==> src/rtl/rtc_bus_sequencer.sv <==
// rtc_bus_sequencer: runs one read or write transaction on the RTC chip's
// multiplexed 8-bit address/data bus. It has seven timed bus phases of
// PHASE_CYCLES clocks each, followed by a one-clock DONE.
// All bus controls are registered. Each register is loaded with the value
// for the state being entered, so the pins change on the same edge as the state.
module rtc_bus_sequencer #(
    parameter int DATA_W       = 8,
    parameter int PHASE_CYCLES = 4,
    parameter int CNT_W        = 4
) (
    input  logic              clock,
    input  logic              reset,
    input  logic              start,
    input  logic              rw,
    input  logic [DATA_W-1:0] addr,
    input  logic [DATA_W-1:0] wdata,
    output logic              busy,
    output logic              done,
    output logic [DATA_W-1:0] rdata,
    output logic              bus_oe,
    output logic [DATA_W-1:0] bus_dout,
    input  logic [DATA_W-1:0] bus_din,
    output logic              cs_n,
    output logic              rd_n,
    output logic              wr_n,
    output logic              ad_n
);

    typedef enum logic [3:0] {
        S_IDLE,
        S_ADDR_SETUP,
        S_ADDR_STROBE,
        S_ADDR_HOLD,
        S_TURN,
        S_DATA_SETUP,
        S_DATA_STROBE,
        S_DATA_HOLD,
        S_DONE
    } state_t;

    typedef struct packed {
        logic cs_n;
        logic rd_n;
        logic wr_n;
        logic ad_n;
        logic oe;
    } ctl_t;

    localparam ctl_t            CTL_IDLE = 5'b11110;
    localparam logic [CNT_W-1:0] CNT_LAST = CNT_W'(PHASE_CYCLES - 1);

    state_t              state;
    logic [CNT_W-1:0]    cnt;
    ctl_t                ctl;
    logic                rw_q;
    logic [DATA_W-1:0]   addr_q;
    logic [DATA_W-1:0]   wdata_q;

    // Phase order of a transaction; IDLE and DONE are sequenced explicitly.
    function automatic state_t next_phase(input state_t s);
        case (s)
            S_ADDR_SETUP:  return S_ADDR_STROBE;
            S_ADDR_STROBE: return S_ADDR_HOLD;
            S_ADDR_HOLD:   return S_TURN;
            S_TURN:        return S_DATA_SETUP;
            S_DATA_SETUP:  return S_DATA_STROBE;
            S_DATA_STROBE: return S_DATA_HOLD;
            S_DATA_HOLD:   return S_DONE;
            default:       return S_IDLE;
        endcase
    endfunction

    // Strobe/enable pattern held for the whole of a state. For a read the pad
    // driver is never enabled during the data phases, so rd_n=0 with oe=1
    // cannot occur.
    function automatic ctl_t ctl_of(input state_t s, input logic is_rd);
        ctl_t c;
        c = CTL_IDLE;
        case (s)
            S_ADDR_SETUP, S_ADDR_HOLD: begin
                c.cs_n = 1'b0;
                c.ad_n = 1'b0;
                c.oe   = 1'b1;
            end
            S_ADDR_STROBE: begin
                c.cs_n = 1'b0;
                c.ad_n = 1'b0;
                c.wr_n = 1'b0;
                c.oe   = 1'b1;
            end
            S_DATA_SETUP, S_DATA_HOLD: begin
                c.cs_n = 1'b0;
                c.oe   = ~is_rd;
            end
            S_DATA_STROBE: begin
                c.cs_n = 1'b0;
                c.oe   = ~is_rd;
                c.rd_n = ~is_rd;
                c.wr_n = is_rd;
            end
            default: c = CTL_IDLE;
        endcase
        return c;
    endfunction

    // Pad data for a state: address in the address phases, write data in the
    // data phases of a write, zero whenever the pad is not driven.
    function automatic logic [DATA_W-1:0] dout_of(input state_t s, input logic is_rd,
                                                  input logic [DATA_W-1:0] a,
                                                  input logic [DATA_W-1:0] w);
        case (s)
            S_ADDR_SETUP, S_ADDR_STROBE, S_ADDR_HOLD:  return a;
            S_DATA_SETUP, S_DATA_STROBE, S_DATA_HOLD:  return is_rd ? '0 : w;
            default:                                   return '0;
        endcase
    endfunction

    // Request fields are plain data: they are loaded on accept and need no reset.
    always_ff @(posedge clock) begin
        if (state == S_IDLE && start) begin
            rw_q    <= rw;
            addr_q  <= addr;
            wdata_q <= wdata;
        end
    end

    // Transaction FSM with registered bus controls, handshake and read capture.
    always_ff @(posedge clock or negedge reset) begin
        if (!reset) begin
            state    <= S_IDLE;
            cnt      <= '0;
            ctl      <= CTL_IDLE;
            bus_dout <= '0;
            busy     <= 1'b0;
            done     <= 1'b0;
            rdata    <= '0;
        end else begin
            done <= 1'b0;
            case (state)
                S_IDLE: begin
                    if (start) begin
                        state    <= S_ADDR_SETUP;
                        cnt      <= '0;
                        ctl      <= ctl_of(S_ADDR_SETUP, rw);
                        bus_dout <= dout_of(S_ADDR_SETUP, rw, addr, wdata);
                        busy     <= 1'b1;
                    end
                end
                S_DONE: begin
                    state    <= S_IDLE;
                    ctl      <= CTL_IDLE;
                    bus_dout <= '0;
                    busy     <= 1'b0;
                end
                default: begin
                    if (cnt == CNT_LAST) begin
                        cnt      <= '0;
                        state    <= next_phase(state);
                        ctl      <= ctl_of(next_phase(state), rw_q);
                        bus_dout <= dout_of(next_phase(state), rw_q, addr_q, wdata_q);
                        if (next_phase(state) == S_DONE) begin
                            done <= 1'b1;
                        end
                        // Sample the pad on the last clock that rd_n is low.
                        if (state == S_DATA_STROBE && rw_q) begin
                            rdata <= bus_din;
                        end
                    end else begin
                        cnt <= cnt + CNT_W'(1);
                    end
                end
            endcase
        end
    end

    assign cs_n   = ctl.cs_n;
    assign rd_n   = ctl.rd_n;
    assign wr_n   = ctl.wr_n;
    assign ad_n   = ctl.ad_n;
    assign bus_oe = ctl.oe;

endmodule
==> config.mk <==
export PLATFORM = sky130hd
export DESIGN_NAME = rtc_bus_sequencer
export DESIGN_NICKNAME = d
export VERILOG_FILES = /design/src/rtl/rtc_bus_sequencer.sv
export SDC_FILE = /design/constraint.sdc
export NUM_CORES = 1
export LEC_CHECK = 0
export ABC_AREA = 1
export CAP_MARGIN = 15
export CORE_ASPECT_RATIO = 1.1
export CORE_UTILIZATION = 53
export DETAILED_ROUTE_END_ITERATION = 6
export PLACE_DENSITY = 0.9
export RECOVER_POWER = 100
export SYNTH_ARGS = -nofsm -noshare
export SYNTH_HDL_FRONTEND = slang
export SYNTH_SLANG_ARGS = --single-unit
==> constraint.sdc <==
create_clock -name clock -period 3.2 [get_ports clock]
set_input_delay 0.48 -clock clock [delete_from_list [all_inputs] [get_ports clock]]
set_output_delay 0.48 -clock clock [all_outputs]
set_load 0.02 [all_outputs]
# [Word level (Yosys, flattened, before mapping)]
# Cells that the tools add are included.
[op_classes] addsub=1 mul=0 n_div=0 order_cmp=0 n_eq_ne=17 shift=0 muxes=26 bitwise=3 reduce_logical=13
[ops] op="one-hot mux 8 bit (2 select lines)" count=2
[ops] op="== test 4 x 3 -> 1 bit, second input constant" count=7
[ops] op="one-hot mux 4 bit (7 select lines)" count=1
[ops] op="two-way mux 8 bit" count=3
[ops] op="== test 4 x 2 -> 1 bit, second input constant" count=5
[ops] op="two-way mux 4 bit" count=5
[ops] op="one-hot mux 4 bit (2 select lines)" count=2
[ops] op="two-way mux 5 bit" count=2
[ops] op="one-hot mux 5 bit (2 select lines)" count=1
[ops] op="== test 4 x 1 -> 1 bit, second input constant" count=2
[ops] op="== test 4 bit, second input constant" count=2
[ops] op="two-way mux 1 bit" count=7
[ops] op="one-hot mux 1 bit (2 select lines)" count=3
[ops] op="AND reduction 2 bit" count=3
[ops] op="OR reduction 3 bit" count=2
[ops] op="OR reduction 6 bit" count=1
[ops] op="adder 4 x 1 -> 4 bit, second input constant" count=1
[ops] op="logical NOT 4 bit" count=1
[ops] op="inverter 1 bit" count=3
[ops] op="AND reduction 3 bit" count=1
[ops] op="nonzero test 3 bit" count=1
[ops] op="logical AND 1 bit" count=2
[ops] op="inequality test 2 bit, second input constant" count=1
[ops] op="nonzero test 2 bit" count=1
[ops] op="OR reduction 2 bit" count=1
[word_totals] reg_bits=48 latch_bits=0 ramBits=0 romBits=0 inputBits=28 output_inout_bits=23 wordCells=74 n_memories=0

# [Depth between registers and ports, before layout]
# Gate-level depths: netlist of run 1.
[logic_depth] depth_word=9 ltp_mapped=8 mapped_depth_nobuf=7

# [Worst setup path before layout of run 1]
# No wires, ideal clock.
[synth_timing] path_type="register to register" from="register state[0]" to="register addr_q[0] (enable)" setup_time_ns=0.391 t_arrival_ns=1.668 t_required_ns=2.809 setup_slack_ns=1.142 stages_incl_launch_ff=5 n_path_buf=1 path_cell_list="dfrtp_1 -> nor2_4 -> buf_2 -> nand2_1 -> nor2_1"
[synth_via] elab_chain_len=2
[synth_lines] element="start, declared" line="52" text="state_t state;"
[synth_lines] element="start signal, assigned" line="158" text="state <= next_phase(state);"
[synth_lines] element="logical NOT 4 bit" line="120" text="if (state == S_IDLE && start) begin"
[synth_lines] element="logical AND 1 bit" line="120"
[synth_lines] element="end signal, assigned" line="122" text="addr_q <= addr;"
[synth_lines] element="end, declared" line="56" text="logic [DATA_W-1:0] addr_q;"
# Every way passes these cells.
# A chain may end at the register's enable or synchronous reset.

# [Worst setup path after layout of run 1]
[layout_timing] from="register state[0]" to="register state[1]"
[layout_via] elab_chain_len=4 word_cells_on_any_way=15
[layout_lines] element="== test 4 x 3 -> 1 bit, or another cell as far along" line="61" text="case (s)"
[layout_lines] element="one-hot mux 4 bit (7 select lines)" line="61"
[layout_lines] element="two-way mux 4 bit"
[layout_lines] element="one-hot mux 4 bit (2 select lines)" line="139" text="case (state)"
# Parallel ways exist; a longest one is shown, timed or not. The select of a mux whose other input is x is not followed.

==> flow_summary.toml, run 1 <==
[run_status]
outcome = "finished with violations"
violations = "capacitance limit, slew limit"

[pwr]
p_leak_nw = 1.235
p_per_area_mw_per_mm2 = 882.2
vdd_drop_max_mv = 0.3987

[global_routing]
grt_overflow = 0
antenna_found_initial = 0
grt_max_degree = 32
grt_pass1_vias = 1626
track_usage = 0.2250
grt_pass1_wl_mm = 7.148

[floorplan]
row_count = 23
coreArea_mm2 = 0.003741
start_util = 0.5702
num_io_pins = 51
dieArea_mm2 = 0.004283
die_w_um = 62.49
die_height_um = 68.54

[setup_path]
reg2reg_from = "state[0]"
path_max_fanout = 19
crit_type = "reg2reg"
required_ns = 3.37
crit_arrival_ns = 2.44
endpoint_kind = "register"
crit_start = "state[0]"
reg2reg_to = "state[1]"
rr_worst_depth = 6
startpoint_type = "register"
reg2reg_slack_ns = 0.94

[clock_tree]
clk_latency_ns = 0.30
clkTransAtPathRegs_ns = 0.08
post-cts-setup-buffers = 0
cts_hold_buf = 0
clock-root-buffer = "clkbuf_8"
clockBufferDepth = 2
post_cts_resized = 0
tritoncts = "done"
htreeDepth = 2
clock_sinks = 48
numCtsBuffers = 5

[finish]
area_delta_synth_final_pct = 28.27
antenna_cells = 0
fin_nets = 309
instances_no_fill = 331
fillCellCount = 293
drive_above_1_share = 0.07117

[logic_synthesis]
ys_types = 26
ys_warn_count = 0
synth.area.top_cells = "dfrtp_1, edfxtp_1, nand2_1"
synth_cells = 227
syn_nets = 256
postSynthAreaPerCell_um2 = 9.398
synth_edf_count = 17
synth_top_cell_area_share = 0.3167
synth_most_common_cell = "nand2_1"
synth_top_area_cell = "dfrtp_1"
ys_ff_latch = 48
seq_area_frac_synth = 0.6053
synth_area_mm2 = 0.002133
yosys-top-cells-count = "nand2_1, nand3_1, dfrtp_1"
synth_flop_cell = "dfrtp_1"
synthArstFlopShare = 0.6458

[placed_design]
dpl.cell_count = 323
hpwl_mm = 2.894
io_buffers = 50
globalplace.congestion = 0.8169

[detailed_routing]
drt_iter0_drc = 73
firstDrtPassIters = 6
antenna_left = 0
drt_wl_total_mm = 4.160
drc_errors = 0
wl_per_cell_um = 12.57
vias_per_cell = 5.112
via_count = 1692

[timing]
tightest_slew_ns = 1.573
fin_tns_setup_ns = 0
timing.hold.ws_ns = 0.4700
min_period_ns = 2.263
clock_skew_ns = 0.004373
fin_crit_sh = 0.7071
hold_viol_final = 0
setup_viol = 0
drv_slew = 32
max_freq_ghz = 0.4420
relSlewSlack = -0.04859
rsz0062_at_grt = "no"

[min_path]
worstHoldEndpoint = "rdata[6]"
hold_depth = 2
hp-class = "reg2reg"
hp-start = "rdata[6]"

[job]
drv_cap = 1
==> state kept, by name (all words and copies together) (netlist names), 4 cells and up <==
signal / count
addr_q: 8
wdata_q: 8
bus_dout: 8
state: 4
rdata: 8
cnt: 4
==> cells in the final DEF, fill, tap and decap left out, types with 2 or more instances in the layout <==
| master | instances |
|---|---|
| buf_4 | 2 |
| clkbuf_1 | 3 |
| nor3_1 | 2 |
| inv_2 | 2 |
| nand2_1 | 81 |
| nand3_1 | 28 |
| dlygate4sd3_1 | 41 |
| o21ai_0 | 11 |
| nand2_4 | 2 |
| nand4_1 | 8 |
| nand2_2 | 2 |
| clkdlybuf4s50_1 | 9 |
| dfstp_2 | 4 |
| inv_1 | 15 |
| edfxtp_1 | 17 |
| clkbuf_8 | 5 |
| dfrtp_1 | 27 |
| nor2_1 | 13 |
==> cell type report <==
| type | instances | area, um^2 | share of cell area |
|---|---|---|---|
| clock buffers | 7 | 76.32 | 0.02789 |
| clock inverters | 1 | 3.754 | 0.001372 |
| inverters | 17 | 63.81 | 0.02332 |
| multi-input cells | 155 | 719.4 | 0.2629 |
| flip-flops and latches | 48 | 1291 | 0.4719 |
| well taps | 50 | 62.56 | 0.02286 |
| repair buffers | 53 | 519.2 | 0.1898 |
==> critical path: stages (launching register included) <==
cell,delay (ns)
dfrtp_1,0.47
nor2_1,0.76
nand3_1,0.29
nand2_4,0.27
inv_2,0.16
nand2_1,0.09
o21ai_0,0.09
==> logic make-up (layout without fill, tap and decap cells) <==
| family | count (synthesis) | after routing | share of synthesized area |
|---|---|---|---|
| adder cells (fa/ha/maj) | 1 | 1 | 0.005864 |
| XOR/XNOR | 2 | 2 | 0.008213 |
| buffers and inverters | 24 | 78 | 0.05102 |
| AND/OR/NAND/NOR | 138 | 138 | 0.2909 |
| AO/OA/AOI/OAI | 14 | 14 | 0.03871 |
| flip-flops | 48 | 48 | 0.6053 |
==> metal layers <==
layer | global-route usage | wire [um]
met1 | 0.2621 | 1775
met2 | 0.3872 | 2054
met3 | 0.04770 | 244
met4 | 0.1453 | 86
met5 | 0 | 0
==> power breakdown <==
group          total, mW  internal (mW)  switching (mW)
Sequential         0.977          0.859           0.118
Combinational       1.10          0.389           0.715
Clock              0.334          0.152           0.182
Total               2.41           1.40            1.01
==> how the worst max path moves through the flow <==
stage | end | slack, ns | cells past startpoint
floorplan | addr_q[0] | 1.14 | 4
global placement | state[2] | 1.46 | 7
detailed placement | bus_dout[0] | 1.42 | 7
CTS | ad_n | 1.26 | 1
global route | state[1] | 0.66 | 6
finish | state[1] | 0.94 | 6
==> stage by stage <==
stage	instance area, um^2	util	setup slack [ns]	power [mW]
3_3_place_gp	2674	0.7147	1.459	2.110
3_5_place_dp	2674	0.7147	1.419	2.156
4_1_cts	2754	0.7361	1.260	2.499
5_1_grt	2736	0.7314	0.6634	2.607
6_report	2736	0.7314	0.9373	2.414
2_1_floorplan	2133	-	1.142	1.775
(Power assumes the default switching activity.)
==> inputs of run 2 (changes only) <==
--- a/config.mk
+++ b/config.mk
@@ -8,9 +8,9 @@
 export ABC_AREA = 1
 export CAP_MARGIN = 15
 export CORE_ASPECT_RATIO = 1.1
-export CORE_UTILIZATION = 53
+export CORE_UTILIZATION = 44
 export DETAILED_ROUTE_END_ITERATION = 6
-export PLACE_DENSITY = 0.9
+export PLACE_DENSITY = 0.81
 export RECOVER_POWER = 100
 export SYNTH_ARGS = -nofsm -noshare
 export SYNTH_HDL_FRONTEND = slang
==> constraint.sdc (replaced) <==
create_clock -name clock -period 1.87 [get_ports clock]
set_input_delay 0.2805 -clock clock [delete_from_list [all_inputs] [get_ports clock]]
set_output_delay 0.2805 -clock clock [all_outputs]
set_load 0.02 [all_outputs]
==> flow_summary.toml, run 2 (synthesized netlist as in run 1, its figures left out) <==
[run_status]
outcome = "complete, no violations"

[job]
drv_cap = 0

[clock_tree]
cts_hold_buf = 0
numCtsBuffers = 5
clk_latency_ns = 0.30
clockBufferDepth = 2
post_cts_resized = 0
clock-root-buffer = "clkbuf_8"
tritoncts = "done"
clock_sinks = 48
post-cts-setup-buffers = 0
clkTransAtPathRegs_ns = 0.08
htreeDepth = 2

[timing]
drv_slew = 0
hold_viol_final = 0
max_freq_ghz = 0.5580
rsz0062_at_grt = "no"
min_period_ns = 1.792
setup_viol = 0
setup_ws_ns = 0.07802
fin_tns_setup_ns = 0
clock_skew_ns = 0.008235
tightest_slew_ns = 0.7427
timing.hold.ws_ns = 0.4702
fin_crit_sh = 0.9583
relSlewSlack = 0.5049

[floorplan]
dieArea_mm2 = 0.005131
row_count = 26
die_height_um = 75.03
die_w_um = 68.39
num_io_pins = 51
start_util = 0.4586
coreArea_mm2 = 0.004652

[global_routing]
grt_pass1_wl_mm = 7.645
track_usage = 0.2076
grt_overflow = 0
grt_pass1_vias = 1663
antenna_found_initial = 0
grt_max_degree = 32

[setup_path]
worst_path_largest_cell_delay_ns = 0.67
crit_type = "reg2out"
crit_start = "rd_n"
cpMaxStageDelayCell = "dlygate4sd3_1"
path_buf_inv = 1
path_max_fanout = 2
crit_end = "rd_n"
required_ns = 1.59
crit_arrival_ns = 1.51
worst-path-stages = 1
endpoint_kind = "primary output"
reg2reg_to = "wdata_q[3]"
reg2reg_slack_ns = 0.15
rr_worst_depth = 4
reg2reg_from = "state[0]"
path_cells = "dlygate4sd3_1"
startpoint_type = "register"
cpLargestDelayFamily = "buffers and inverters"

[pwr]
total_power_mw = 4.393
vdd_drop_max_mv = 0.7147
p_leak_nw = 1.265
p_per_area_mw_per_mm2 = 1552

[min_path]
hp-class = "reg2reg"

[detailed_routing]
firstDrtPassIters = 4
drt_wl_total_mm = 4.329
vias_per_cell = 5.026
antenna_left = 0
via_count = 1714
drc_errors = 0
drt_iter0_drc = 76
wl_per_cell_um = 12.70

[finish]
final_util = 0.6087
antenna_cells = 0
fin_nets = 313
instances_no_fill = 341
drive_above_1_share = 0.1018
layout_common_cells = "nand2_1, dlygate4sd3_1, nand3_1"
final_common_cell = "nand2_1"
area_delta_synth_final_pct = 32.73
stdcell_area_mm2 = 0.002831

[placed_design]
post-place-ws_ns = 0.2357
place_area_mm2 = 0.002726
globalplace.congestion = 0.8000
io_buffers = 50
hpwl_mm = 3.168
dpl.cell_count = 333
-- run 2: cell count changes in the layout (fill, tap and decap cells not counted), sizes merged --
cell and delta:
clkinv -1, buf +3, clkbuf +2
-- run 2: routing by layer --
metal  GRT usage  share of wire
met1      0.2535           0.41
met2      0.3377           0.51
met3     0.05909          0.068
met4     0.09722          0.015
met5           0              0
-- run 2: worst min path at each step --
stage                   from     endpoint  slack [ns]  cells after the start
detailed placement  rdata[5]     rdata[5]        0.46                      2
global route        rdata[6]     rdata[6]        0.50                      2
finish              rdata[5]     rdata[5]        0.47                      2
CTS                    reset     state[0]        0.38                      2
floorplan              reset  bus_dout[0]       -0.02                      0
global placement    rdata[4]     rdata[4]        0.45                      2
-- run 2: cell type report --
cell class              instances  area (um^2)
multi-input cells             155        725.7
well taps                      56        70.07
clock buffers                   8        121.4
repair buffers                 57        559.3
flip-flops and latches         48         1291
fillers                       412         1821
inverters                      17        63.81
-- run 2: power by group --
| group | internal [mW] | switching [mW] | leakage (nW) |
|---|---|---|---|
| clock network | 0.418 | 0.331 | 0.0627 |
| registers | 1.47 | 0.191 | 0.511 |
| logic | 0.732 | 1.25 | 0.692 |
| total | 2.62 | 1.78 | 1.26 |
==> inputs of run 3 (changes only) <==
--- a/config.mk
+++ b/config.mk
@@ -8,8 +8,10 @@
 export ABC_AREA = 1
 export CAP_MARGIN = 15
 export CORE_ASPECT_RATIO = 1.1
+export CORE_MARGIN = 2
 export CORE_UTILIZATION = 44
 export DETAILED_ROUTE_END_ITERATION = 6
+export GPL_TIMING_DRIVEN = 0
 export PLACE_DENSITY = 0.81
 export RECOVER_POWER = 100
 export SYNTH_ARGS = -nofsm -noshare
==> flow_summary.toml, run 3 (synthesized netlist as in run 1, its figures left out) <==
[pwr]
p_leak_nw = 1.249
swShare = 0.4167
p_sw_mw = 1.793
vdd_drop_max_mv = 0.6399
p_per_area_mw_per_mm2 = 1536
p_comb_frac = 0.466
seqPwrFrac = 0.387
pwr-share-clk = 0.147
internal_power_mw = 2.509

[finish]
fillCellCount = 418
fin_nets = 315
seq_area_mm2 = 0.001291
final_common_cell = "nand2_1"
antenna_cells = 0
layout_common_cells = "nand2_1, dlygate4sd3_1, nand3_1"
area_delta_synth_final_pct = 31.26
multiInputGateArea_um2 = 720.7
final_util = 0.6019
instances_no_fill = 343
drive_above_1_share = 0.09059

[floorplan]
num_io_pins = 51
coreArea_mm2 = 0.004652
die_w_um = 70.39
row_count = 26
die_height_um = 77.03
dieArea_mm2 = 0.005422
start_util = 0.4586

[timing]
fin_crit_sh = 0.9631
setup_viol = 0
setup_ws_ns = 0.06902
rsz0062_at_grt = "no"
max_freq_ghz = 0.5553
hold_viol_final = 0
drv_slew = 0
tightest_slew_ns = 0.5369
relSlewSlack = 0.6420
min_period_ns = 1.801
fin_tns_setup_ns = 0
timing.hold.ws_ns = 0.3653
clock_skew_ns = 0.009184

[detailed_routing]
drt_iter0_drc = 88
drc_errors = 0
drt_wl_total_mm = 4.572
vias_per_cell = 5.000
firstDrtPassIters = 4
via_count = 1715
antenna_left = 0
wl_per_cell_um = 13.33

[clock_tree]
clock-root-buffer = "clkbuf_8"
clock_sinks = 48
cts_hold_buf = 0
clockBufferDepth = 2
htreeDepth = 2
numCtsBuffers = 5
clkTransAtPathRegs_ns = 0.09
clk_latency_ns = 0.31
tritoncts = "done"

[setup_path]
endpoint_kind = "primary output"
path_buf_inv = 1
path_cells = "dlygate4sd3_1"
required_ns = 1.59
crit_arrival_ns = 1.52
cpLargestDelayFamily = "buffers and inverters"
crit_type = "reg2out"
path_max_fanout = 2
cpMaxStageDelayCell = "dlygate4sd3_1"
startpoint_type = "register"
worst_path_largest_cell_delay_ns = 0.68

[global_routing]
grt_overflow = 0
grt_max_degree = 22
antenna_found_initial = 0
grt_pass1_vias = 1689
grt_pass1_wl_mm = 7.955
track_usage = 0.1855

[run_status]
outcome = "complete, no violations"

[placed_design]
post-place-ws_ns = -0.2668
globalplace.congestion = 0.7559
hpwl_mm = 3.226
dpl.cell_count = 334
io_buffers = 50

[min_path]
hp-class = "in2async"

[job]
drv_cap = 0
==> run 3: layout make-up <==
cell class,instances,share of cell area
sequential,48,0.4611
timing repair buffer,52,0.1877
inverter,17,0.02279
clock buffer,8,0.03217
tap,56,0.02502
multi-input combinational,155,0.2574
buffer,7,0.01385
==> run 3: what timing repair did <==
item,CTS,global route
resized for setup,1,0
endpoints found under the setup margin,17,0
setup buffers,1,0
==> run 3: final timing paths <==
kind / start / to / slack, ns / cells past startpoint
setup / recovery: rd_n / rd_n / 0.07 / 1
hold / removal: reset / cnt[2] / 0.37 / 1
setup reg to reg: state[0] / addr_q[5] / 0.12 / 5
hold reg to reg: rdata[0] / rdata[0] / 0.47 / 2
max in group asynchronous: reset / cs_n / 0.59 / 2
min in group clock: rdata[0] / rdata[0] / 0.47 / 2
==> run 3: stage by stage <==
step,instance area (um^2),power (mW)
2_1_floorplan,2136,3.041
3_3_place_gp,2706,3.717
3_5_place_dp,2721,3.779
4_1_cts,2836,4.462
5_1_grt,2800,4.645
6_report,2800,4.302
==> run 3: power groups by stage <==
stage	sequential (mW)	clock (mW)	combinational [mW]
global route	1.71	0.690	2.25
CTS	1.67	0.648	2.14
detailed placement	1.70	0	2.08
floorplan	1.88	0	1.16
finish	1.66	0.634	2.00
global placement	1.69	0	2.03
==> run 3: per-layer routing <==
metal,track usage,vias up,part of all wire,routed length [um]
li1,-,864,-,-
met1,0.2331,775,0.43,1950
met2,0.3085,67,0.50,2271
met3,0.03417,9,0.055,252
met4,0.08462,0,0.021,97
met5,0,-,0,0
